===== config.mk =====
export PLATFORM = sky130hd
export DESIGN_NAME = shift_req_sched
export DESIGN_NICKNAME = d
export VERILOG_FILES = /design/src/rtl/shift_sched_pkg.sv /design/src/rtl/shift_stage.sv /design/src/rtl/shift_req_sched.sv
export SDC_FILE = /design/constraint.sdc
export NUM_CORES = 1
export LEC_CHECK = 0
export ABC_AREA = 1
export ABC_CLOCK_PERIOD_IN_PS = 3400
export CAP_MARGIN = 20
export CORE_MARGIN = 2
export CORE_UTILIZATION = 35
export CTS_CLUSTER_SIZE = 20
export DETAILED_ROUTE_END_ITERATION = 8
export PLACE_DENSITY = 0.72
export SETUP_SLACK_MARGIN = 0.5
export SLEW_MARGIN = 20
export SYNTH_ARGS = -nofsm -noshare
export SYNTH_HDL_FRONTEND = slang
export SYNTH_SLANG_ARGS = --single-unit

===== constraint.sdc =====
create_clock -name clk -period 3.4 [get_ports clk]
set_input_delay 1.02 -clock clk [delete_from_list [all_inputs] [get_ports clk]]
set_output_delay 1.02 -clock clk [all_outputs]
set_load 0.01 [all_outputs]

===== src/rtl/shift_sched_pkg.sv =====
// Shared types and constants for the shift request scheduler.
//   state_t   : scheduler FSM states
//   MAX_CHUNK : largest shift the combinational stage performs in one pass
//   LR_LEFT   : req_lr encoding for a left shift
//   AL_ARITH  : req_al encoding for an arithmetic right shift
package shift_sched_pkg;

  typedef enum logic [1:0] {
    IDLE  = 2'd0,
    SHIFT = 2'd1,
    RESP  = 2'd2
  } state_t;

  localparam int   MAX_CHUNK = 7;
  localparam logic LR_LEFT   = 1'b1;
  localparam logic AL_ARITH  = 1'b1;

endpackage


===== src/rtl/shift_stage.sv =====
// Combinational 8-bit shifter, one pass of 0..7 bits.
//   din   : operand
//   shamt : shift amount for this pass
//   lr    : 1 = left, 0 = right
//   al    : right shifts only, 1 = arithmetic, 0 = logical
//   dout  : shifted operand
module shift_stage
  import shift_sched_pkg::*;
(
  input  logic [7:0] din,
  input  logic [2:0] shamt,
  input  logic       lr,
  input  logic       al,
  output logic [7:0] dout
);

  always_comb begin
    dout = din;
    if (lr == LR_LEFT)
      dout = din << shamt;
    else if (al == AL_ARITH)
      dout = $signed(din) >>> shamt;
    else
      dout = din >> shamt;
  end

endmodule


===== src/rtl/shift_req_sched.sv =====
// Round-robin scheduler sharing one 8-bit shift stage among NREQ requesters.
// One operation in flight; amounts above 7 are applied as repeated passes.
//   clk, rst            : clock, asynchronous active-high reset
//   req_valid/req_ready : per-requester handshake (ready is one-hot or zero)
//   req_din/req_shamt   : packed operands, requester i in slice i
//   req_lr/req_al       : direction (1 = left) and right-shift kind (1 = arith)
//   resp_valid/ready    : result handshake
//   resp_dout/resp_id   : result and the requester it belongs to
//   busy                : any state other than IDLE
//   op_count            : completed responses, wrapping
module shift_req_sched
  import shift_sched_pkg::*;
#(
  parameter  int NREQ    = 4,
  parameter  int SHAMT_W = 5,
  localparam int ID_W    = $clog2(NREQ)
) (
  input  logic                    clk,
  input  logic                    rst,
  input  logic [NREQ-1:0]         req_valid,
  output logic [NREQ-1:0]         req_ready,
  input  logic [NREQ*8-1:0]       req_din,
  input  logic [NREQ*SHAMT_W-1:0] req_shamt,
  input  logic [NREQ-1:0]         req_lr,
  input  logic [NREQ-1:0]         req_al,
  output logic                    resp_valid,
  input  logic                    resp_ready,
  output logic [7:0]              resp_dout,
  output logic [ID_W-1:0]         resp_id,
  output logic                    busy,
  output logic [15:0]             op_count
);

  state_t              state, state_nxt;
  logic [ID_W-1:0]     rr_ptr, grant, id;
  logic                any_req;
  logic [7:0]          work, stage_out;
  logic [SHAMT_W-1:0]  remaining, rem_nxt;
  logic [2:0]          chunk;
  logic                lr, al;
  int                  arb_idx;

  // Search upward from rr_ptr with wrap; first valid requester wins.
  always_comb begin
    grant   = '0;
    any_req = 1'b0;
    arb_idx = 0;
    for (int i = 0; i < NREQ; i++) begin
      arb_idx = int'(rr_ptr) + i;
      if (arb_idx >= NREQ) arb_idx = arb_idx - NREQ;
      if (!any_req && req_valid[arb_idx]) begin
        grant   = ID_W'(arb_idx);
        any_req = 1'b1;
      end
    end
  end

  // A zero amount still yields one pass with chunk 0, which lands in RESP.
  assign chunk   = (remaining > SHAMT_W'(MAX_CHUNK)) ? 3'(MAX_CHUNK) : remaining[2:0];
  assign rem_nxt = remaining - SHAMT_W'(chunk);

  shift_stage u_stage (
    .din   (work),
    .shamt (chunk),
    .lr    (lr),
    .al    (al),
    .dout  (stage_out)
  );

  always_ff @(posedge clk or posedge rst) begin
    if (rst) state <= IDLE;
    else     state <= state_nxt;
  end

  always_comb begin
    state_nxt = state;
    req_ready = '0;
    case (state)
      IDLE: begin
        // Async reset leaves state at IDLE, so ready must also be held off by rst.
        if (any_req && !rst) begin
          req_ready[grant] = 1'b1;
          state_nxt        = SHIFT;
        end
      end
      SHIFT:   if (rem_nxt == '0) state_nxt = RESP;
      RESP:    if (resp_ready) state_nxt = IDLE;
      default: state_nxt = IDLE;
    endcase
  end

  always_ff @(posedge clk or posedge rst) begin
    if (rst) begin
      rr_ptr    <= '0;
      work      <= '0;
      remaining <= '0;
      lr        <= 1'b0;
      al        <= 1'b0;
      id        <= '0;
      op_count  <= '0;
    end else begin
      case (state)
        IDLE: if (any_req) begin
          work      <= req_din[int'(grant)*8 +: 8];
          remaining <= req_shamt[int'(grant)*SHAMT_W +: SHAMT_W];
          lr        <= req_lr[grant];
          al        <= req_al[grant];
          id        <= grant;
          rr_ptr    <= (grant == ID_W'(NREQ-1)) ? '0 : grant + 1'b1;
        end
        SHIFT: begin
          work      <= stage_out;
          remaining <= rem_nxt;
        end
        RESP: if (resp_ready) op_count <= op_count + 16'd1;
        default: ;
      endcase
    end
  end

  assign resp_valid = (state == RESP);
  assign resp_dout  = resp_valid ? work : '0;
  assign resp_id    = resp_valid ? id : '0;
  assign busy       = (state != IDLE);

endmodule


==> results of run 1 <==
==> sequential cells by signal (all words and copies together), names as in the netlist <==
register / cells
op_count: 16
work: 8
remaining: 5
id: 2
rr_ptr: 2
state: 2
al: 1
lr: 1
==> cells in the final DEF, fill, tap and decap left out, types with 8 or more instances in the layout <==
| master | count |
|---|---|
| dfrtp_1 | 37 |
| buf_4 | 28 |
| nand2_4 | 13 |
| nand2_2 | 12 |
| clkdlybuf4s50_1 | 84 |
| o21ai_0 | 24 |
| nand3_1 | 41 |
| o211ai_1 | 11 |
| nand2_1 | 148 |
| inv_1 | 53 |
| a21oi_1 | 16 |
| inv_2 | 8 |
| nor2_1 | 49 |
| nand3b_1 | 8 |
| xnor2_1 | 8 |
==> report_power, final <==
part           leakage [nW]  switching, mW  internal, mW  total (mW)
clock network        0.0450          0.158         0.142       0.300
logic                  1.94           2.42          1.52        3.94
registers             0.455          0.186         0.608       0.795
total                  2.44           2.76          2.27        5.03
==> area by class of cell <==
type | instances | share of cell area [%]
sequential | 37 | 18.91
timing repair inverter | 1 | 0.1533
timing repair buffer | 127 | 24.97
inverter | 69 | 5.955
clock buffer | 6 | 1.482
tap | 129 | 3.297
clock inverter | 2 | 0.2044
multi-input combinational | 398 | 45.03
==> metal layers <==
metal / up-vias / track usage, %
met5: - / 0
met4: 0 / 7.069
met3: 23 / 3.313
met2: 129 / 36.37
met1: 1786 / 26.85
li1: 1890 / -
==> worst max-delay path, cell delays in order <==
cell     delay [ns]
buf_6          0.10
inv_6          0.05
nand2_4        0.06
nand3_4        0.09
nand2_4        0.08
nor2_8         0.11
nand3_4        0.10
nand2_4        0.11
nand2_8        0.08
inv_6          0.08
ha_4           0.13
nand2_2        0.06
nor2_4         0.12
buf_6          0.11
==> metrics by stage <==
step,setup WS [ns],cell area [µm²]
6_report,0.06547,4896
5_1_grt,-0.04769,4896
4_1_cts,0.04344,4761
3_5_place_dp,-0.8452,4558
3_3_place_gp,-0.7664,4558
2_1_floorplan,0.2483,3446
==> cell usage after synthesis (7+ instances only) <==
| master | instances | area (µm²) |
|---|---|---|
| buf_2 | 7 | 35.03 |
| o211ai_1 | 11 | 82.58 |
| nor2_1 | 57 | 214.0 |
| dfrtp_1 | 37 | 925.9 |
| o21ai_0 | 24 | 120.1 |
| nand2_1 | 163 | 611.8 |
| a21oi_1 | 16 | 80.08 |
| nand3_1 | 43 | 215.2 |
| xnor2_1 | 8 | 70.07 |
| inv_1 | 60 | 225.2 |
| nand3b_1 | 8 | 60.06 |
| inv_2 | 8 | 30.03 |
==> what timing repair did <==
action                                  CTS  global route
pin swaps                                11             9
cloned                                    0             1
endpoints found under the hold margin     0             0
endpoints found under the setup margin    7            10
resized for setup                        58            20
setup buffers                             7             8
==> cells by family (layout without fill, tap and decap cells) <==
kind of cell | count (synthesis) | after routing | synth area share, %
flip-flops | 37 | 37 | 27.86
AND/OR/NAND/NOR | 307 | 307 | 42.06
AO/OA/AOI/OAI | 70 | 70 | 12.31
multiplexers | 1 | 1 | 0.3388
buffers and inverters | 86 | 205 | 11.48
XOR/XNOR | 14 | 14 | 3.690
adder cells (fa/ha/maj) | 6 | 6 | 2.259
==> worst max path at each step <==
| stage | from | to | slack (ns) | cells after the start |
|---|---|---|---|---|
| 6_report | req_valid[2] | req_ready[3] | 0.07 | 14 |
| 2_1_floorplan | req_valid[1] | req_ready[3] | 0.25 | 13 |
| 3_5_place_dp | req_valid[2] | req_ready[2] | -0.85 | 14 |
| 4_1_cts | req_valid[3] | req_ready[1] | 0.04 | 14 |
| 3_3_place_gp | req_valid[2] | req_ready[2] | -0.77 | 14 |
| 5_1_grt | req_valid[2] | req_ready[0] | -0.05 | 14 |
==> flow_summary.yaml, run 1 <==
clock_network:
  root_buffer: "clkbuf_8"
  cts.sinks: 37
  cts.path.max_buffers: 2
  cts_hold_buffers: 0
  htreeDepth: 2
  cts_buffers: 5
  cts_tree: "done"
  clkLatencyLatePin_ns: 0.29
  clk_pin_slew_ns: 0.07
layout:
  diodes: 0
  nNetsFinal: 712
  nFillCells: 865
  fin_cells: 769
  drive_gt1_share_pct: 17.97
  final_core_util_pct: 52.99
  seq_area_um2: 925.9
  multi_input_area_um2: 2205
  syn2layout_area_growth_pct: 47.33
worst_setup_path:
  arrival_ns: 2.31
  r2r-start: "rr_ptr[1]"
  r2r_cells: 16
  cp_max_fo: 5
  r2r_slack_ns: 0.84
  r2r-end: "remaining[4]"
  path_class: "input pin to primary output"
  end_kind: "primary output"
  required_ns: 2.38
  startpoint_type: "input pin"
detailed_routing:
  vias: 3828
  met1Wirelength_um: 4775
  drt-initial-drc-count: 282
  wl_per_cell_um: 14.22
  wl_met3_um: 533
  drc: 0
  ant_nets: 0
  viasPerCell: 4.978
  wl_um: 10940
  route.met2.wl_um: 5407
  firstDrtPassIters: 5
  top_layer: "met4"
global_route:
  grt_pass1_wl_um: 17480
  overflow: 0
  grt_max_degree: 39
  grt_pass1_vias: 3704
  grt_antenna_before_repair: 0
  grt_usage_pct: 21.07
synthesis:
  syn_area_per_cell_um2: 6.378
  synth-async-reset-ratio_pct: 100.0
  synth.cell_area_um2: 3323
  synth-edff-count: 0
  synth_nets: 594
  synth_ff_type: "dfrtp_1"
  ys_seq_area_share_pct: 27.86
  ys_types: 41
  yosysWarnings: 0
  ys_ff_latch: 37
  syn_inst: 521
timing:
  whs_ns: 0.4769
  hold_violations: 0
  finClkSkew_ns: 0.005885
  max_freq_ghz: 0.2999
  fin_tns_setup_ns: 0
  rsz0062_at_grt: "true"
  period_minus_slack_ns: 3.335
  drv_slew: 0
  slew_headroom_pct: 58.68
  tightest_slew_ns: 0.6183
  setup_viol: 0
  fin_crit_sh_pct: 98.07
die:
  initial_core_util_pct: 35.96
  die_h_um: 101.4
  die_w_um: 101.4
  die_area_um2: 10290
  io_pins: 99
  num_rows: 35
  core_area_um2: 9240
min_path:
  hold_depth: 1
  min_from: "op_count[15]"
  hp-class: "flip-flop to flip-flop"
  holdPathEnd: "op_count[15]"
pwr:
  power_per_cell_area_nw_per_um2: 1028
  power_mw: 5.032
  p_leak_nw: 2.439
  irDropWorstVdd_mv: 0.8983
placement:
  dpl.cell_count: 745
  port-buffer-count: 98
  place.gp.congestion: 0.9524
  dp_hpwl_um: 8179
run:
  drv_cap: 0
status:
  status: "finished clean"
No activity file was read; power rests on OpenSTA's default activity.
==> run 2: changes to the inputs <==
- ABC_CLOCK_PERIOD_IN_PS: 3400 -> 3200
- clock period: 3.4 -> 3.2 ns (I/O delays scaled with it)
==> run 2 against run 1 <==
Design area rose by 3.6%. Hold slack improved by 0.0052 ns. The flow now finishes with violations (setup timing). Total power rose by 14%. Clock power rose by 7.0%. Clock skew rose by 0.00058 ns. Non-clock buffer count rose by 15. Global-route usage rose by 0.37 points. Count of clock-buffer cells in the layout did not move. Critical endpoint unchanged. Sequential share of layout area fell by 0.63 points. Via count rose by 1.7%. Cell count rose by 2.0%. Wire length rose by 1.1%. Largest power group unchanged. Critical path type unchanged.
==> flow_summary.yaml, run 2 (same netlist as run 1, synthesis figures left out) <==
status:
  status: "finished with violations"
  failed_checks: "setup timing"
placement:
  place.gp.congestion: 0.9592
  port-buffer-count: 98
  dp_hpwl_um: 8135
  dpl.cell_count: 753
  dpl_cell_area_um2: 4631
  place_ws_ns: -0.9169
worst_setup_path:
  cp-startpoint: "req_valid[1]"
  required_ns: 2.24
  path_class: "input pin to primary output"
  end_kind: "primary output"
  r2r-start: "rr_ptr[0]"
  startpoint_type: "input pin"
  path_buf_inv: 5
  cp_top_family: "simple AND/OR/NAND/NOR gates"
  cpMaxStageDelayCell: "ha_4"
  cp_max_fo: 4
  cpPeakStageDelay_ns: 0.16
  crit_chain: "buf_6 -> inv_4 -> nand2_1 -> nand2_1 -> nand2_1 -> nand2_2 -> nor2_2 -> nor2_2 -> nand2_4 -> nand2_4 -> buf_12 -> clkinv_8 -> ha_4 -> nand2_4 -> nor2_4 -> buf_6"
  arrival_ns: 2.34
timing:
  fin_crit_sh_pct: 103.0
  setup_viol: 4
  whs_ns: 0.4821
  max_freq_ghz: 0.3035
  slew_headroom_pct: 59.48
  tightest_slew_ns: 0.6063
  period_minus_slack_ns: 3.295
  setup_ws_ns: -0.09532
  finClkSkew_ns: 0.006466
  drv_slew: 0
  fin_tns_setup_ns: -0.3018
  hold_violations: 0
  rsz0062_at_grt: "true"
layout:
  diodes: 0
  final_core_util_pct: 54.88
  final_area_um2: 5071
  fin_cells: 784
  syn2layout_area_growth_pct: 52.60
  reg.largest.list: "op_count (16), work (8), remaining (5)"
  top_register: "op_count"
  drive_gt1_share_pct: 21.98
  layout_common_cells: "nand2_1 (141), clkdlybuf4s50_1 (80), inv_1 (53), nor2_1 (48)"
  nNetsFinal: 727
  largest_reg_flops: 16
  final_common_cell: "nand2_1"
detailed_routing:
  vias: 3892
  firstDrtPassIters: 4
  wl_um: 11050
  viasPerCell: 4.964
  drc: 0
  ant_nets: 0
  drt-initial-drc-count: 225
  wl_per_cell_um: 14.10
pwr:
  p_int_mw: 2.693
  power_per_cell_area_nw_per_um2: 1128
  netSwitchingFraction_pct: 52.93
  power.switching_mw: 3.029
  combPwrFrac_pct: 80.0
  power_frac_clock_pct: 5.6
  pwr-share-seq_pct: 14.4
  power_mw: 5.722
  p_leak_nw: 2.525
  irDropWorstVdd_mv: 0.8868
global_route:
  grt_usage_pct: 21.45
  grt_antenna_before_repair: 0
  overflow: 0
  grt_pass1_wl_um: 17800
  grt_max_degree: 39
  grt_pass1_vias: 3761
die:
  initial_core_util_pct: 35.96
  die_h_um: 101.4
  die_area_um2: 10290
  io_pins: 99
  num_rows: 35
  core_area_um2: 9240
  die_w_um: 101.4
run:
  drv_cap: 0
min_path:
  min_from: "op_count[15]"
  hp-class: "flip-flop to flip-flop"
clock_network:
  cts_hold_buffers: 0
  clk_pin_slew_ns: 0.07
  cts.path.max_buffers: 2
  root_buffer: "clkbuf_8"
  cts_buffers: 5
  cts_tree: "done"
  clkLatencyLatePin_ns: 0.29
  htreeDepth: 2
  cts.sinks: 37
==> run 2: power groups by stage <==
stage	clock network (mW)	registers, mW	logic [mW]
after floorplan	0	0.794	2.82
after global placement	0	0.824	3.81
final	0.321	0.823	4.58
after detailed placement	0	0.822	3.86
after global routing	0.351	0.849	5.03
after CTS	0.328	0.814	4.30
==> run 2: final timing paths <==
check                                     to  slack, ns  cells after the start
worst min register to register  op_count[15]       0.48                      1
min in group asynchronous       remaining[2]       1.20                      3
max in group asynchronous           state[0]       1.63                      3
worst max register to register  remaining[2]       0.76                     18
worst max-delay path            req_ready[3]       -0.1                     16
worst min-delay path            op_count[15]       0.48                      1
==> run 2: metal layers <==
layer | global-route usage [%] | up-vias | part of all wire, %
li1 | - | 1921 | -
met1 | 26.94 | 1845 | 43
met2 | 37.54 | 103 | 49
met3 | 4.624 | 23 | 5.2
met4 | 5.198 | 0 | 2.0
met5 | 0 | - | 0
==> run 2: what timing repair did <==
item                                    in CTS  in global routing
endpoints found under the setup margin      31                 19
pin swaps                                   14                 16
buffers inserted                            18                  4
gates cloned                                 1                  0
gates resized for setup                     71                 36
==> run 2: cell type report <==
class | instances | area (µm²)
repair buffers | 142 | 1336
flip-flops and latches | 37 | 927.1
multi-input cells | 398 | 2255
repair inverters | 1 | 7.507
inverters | 69 | 301.5
fillers | 866 | 4169
well taps | 129 | 161.4
clock inverters | 2 | 10.01
clock buffers | 6 | 72.57
==> run 2: worst register-to-register path, delay by kind of cell (launching register included) <==
family                 cells  cell delay (ns)
AND/OR/NAND/NOR           13             1.13
flip-flops                 1             0.39
buffers and inverters      5             0.82
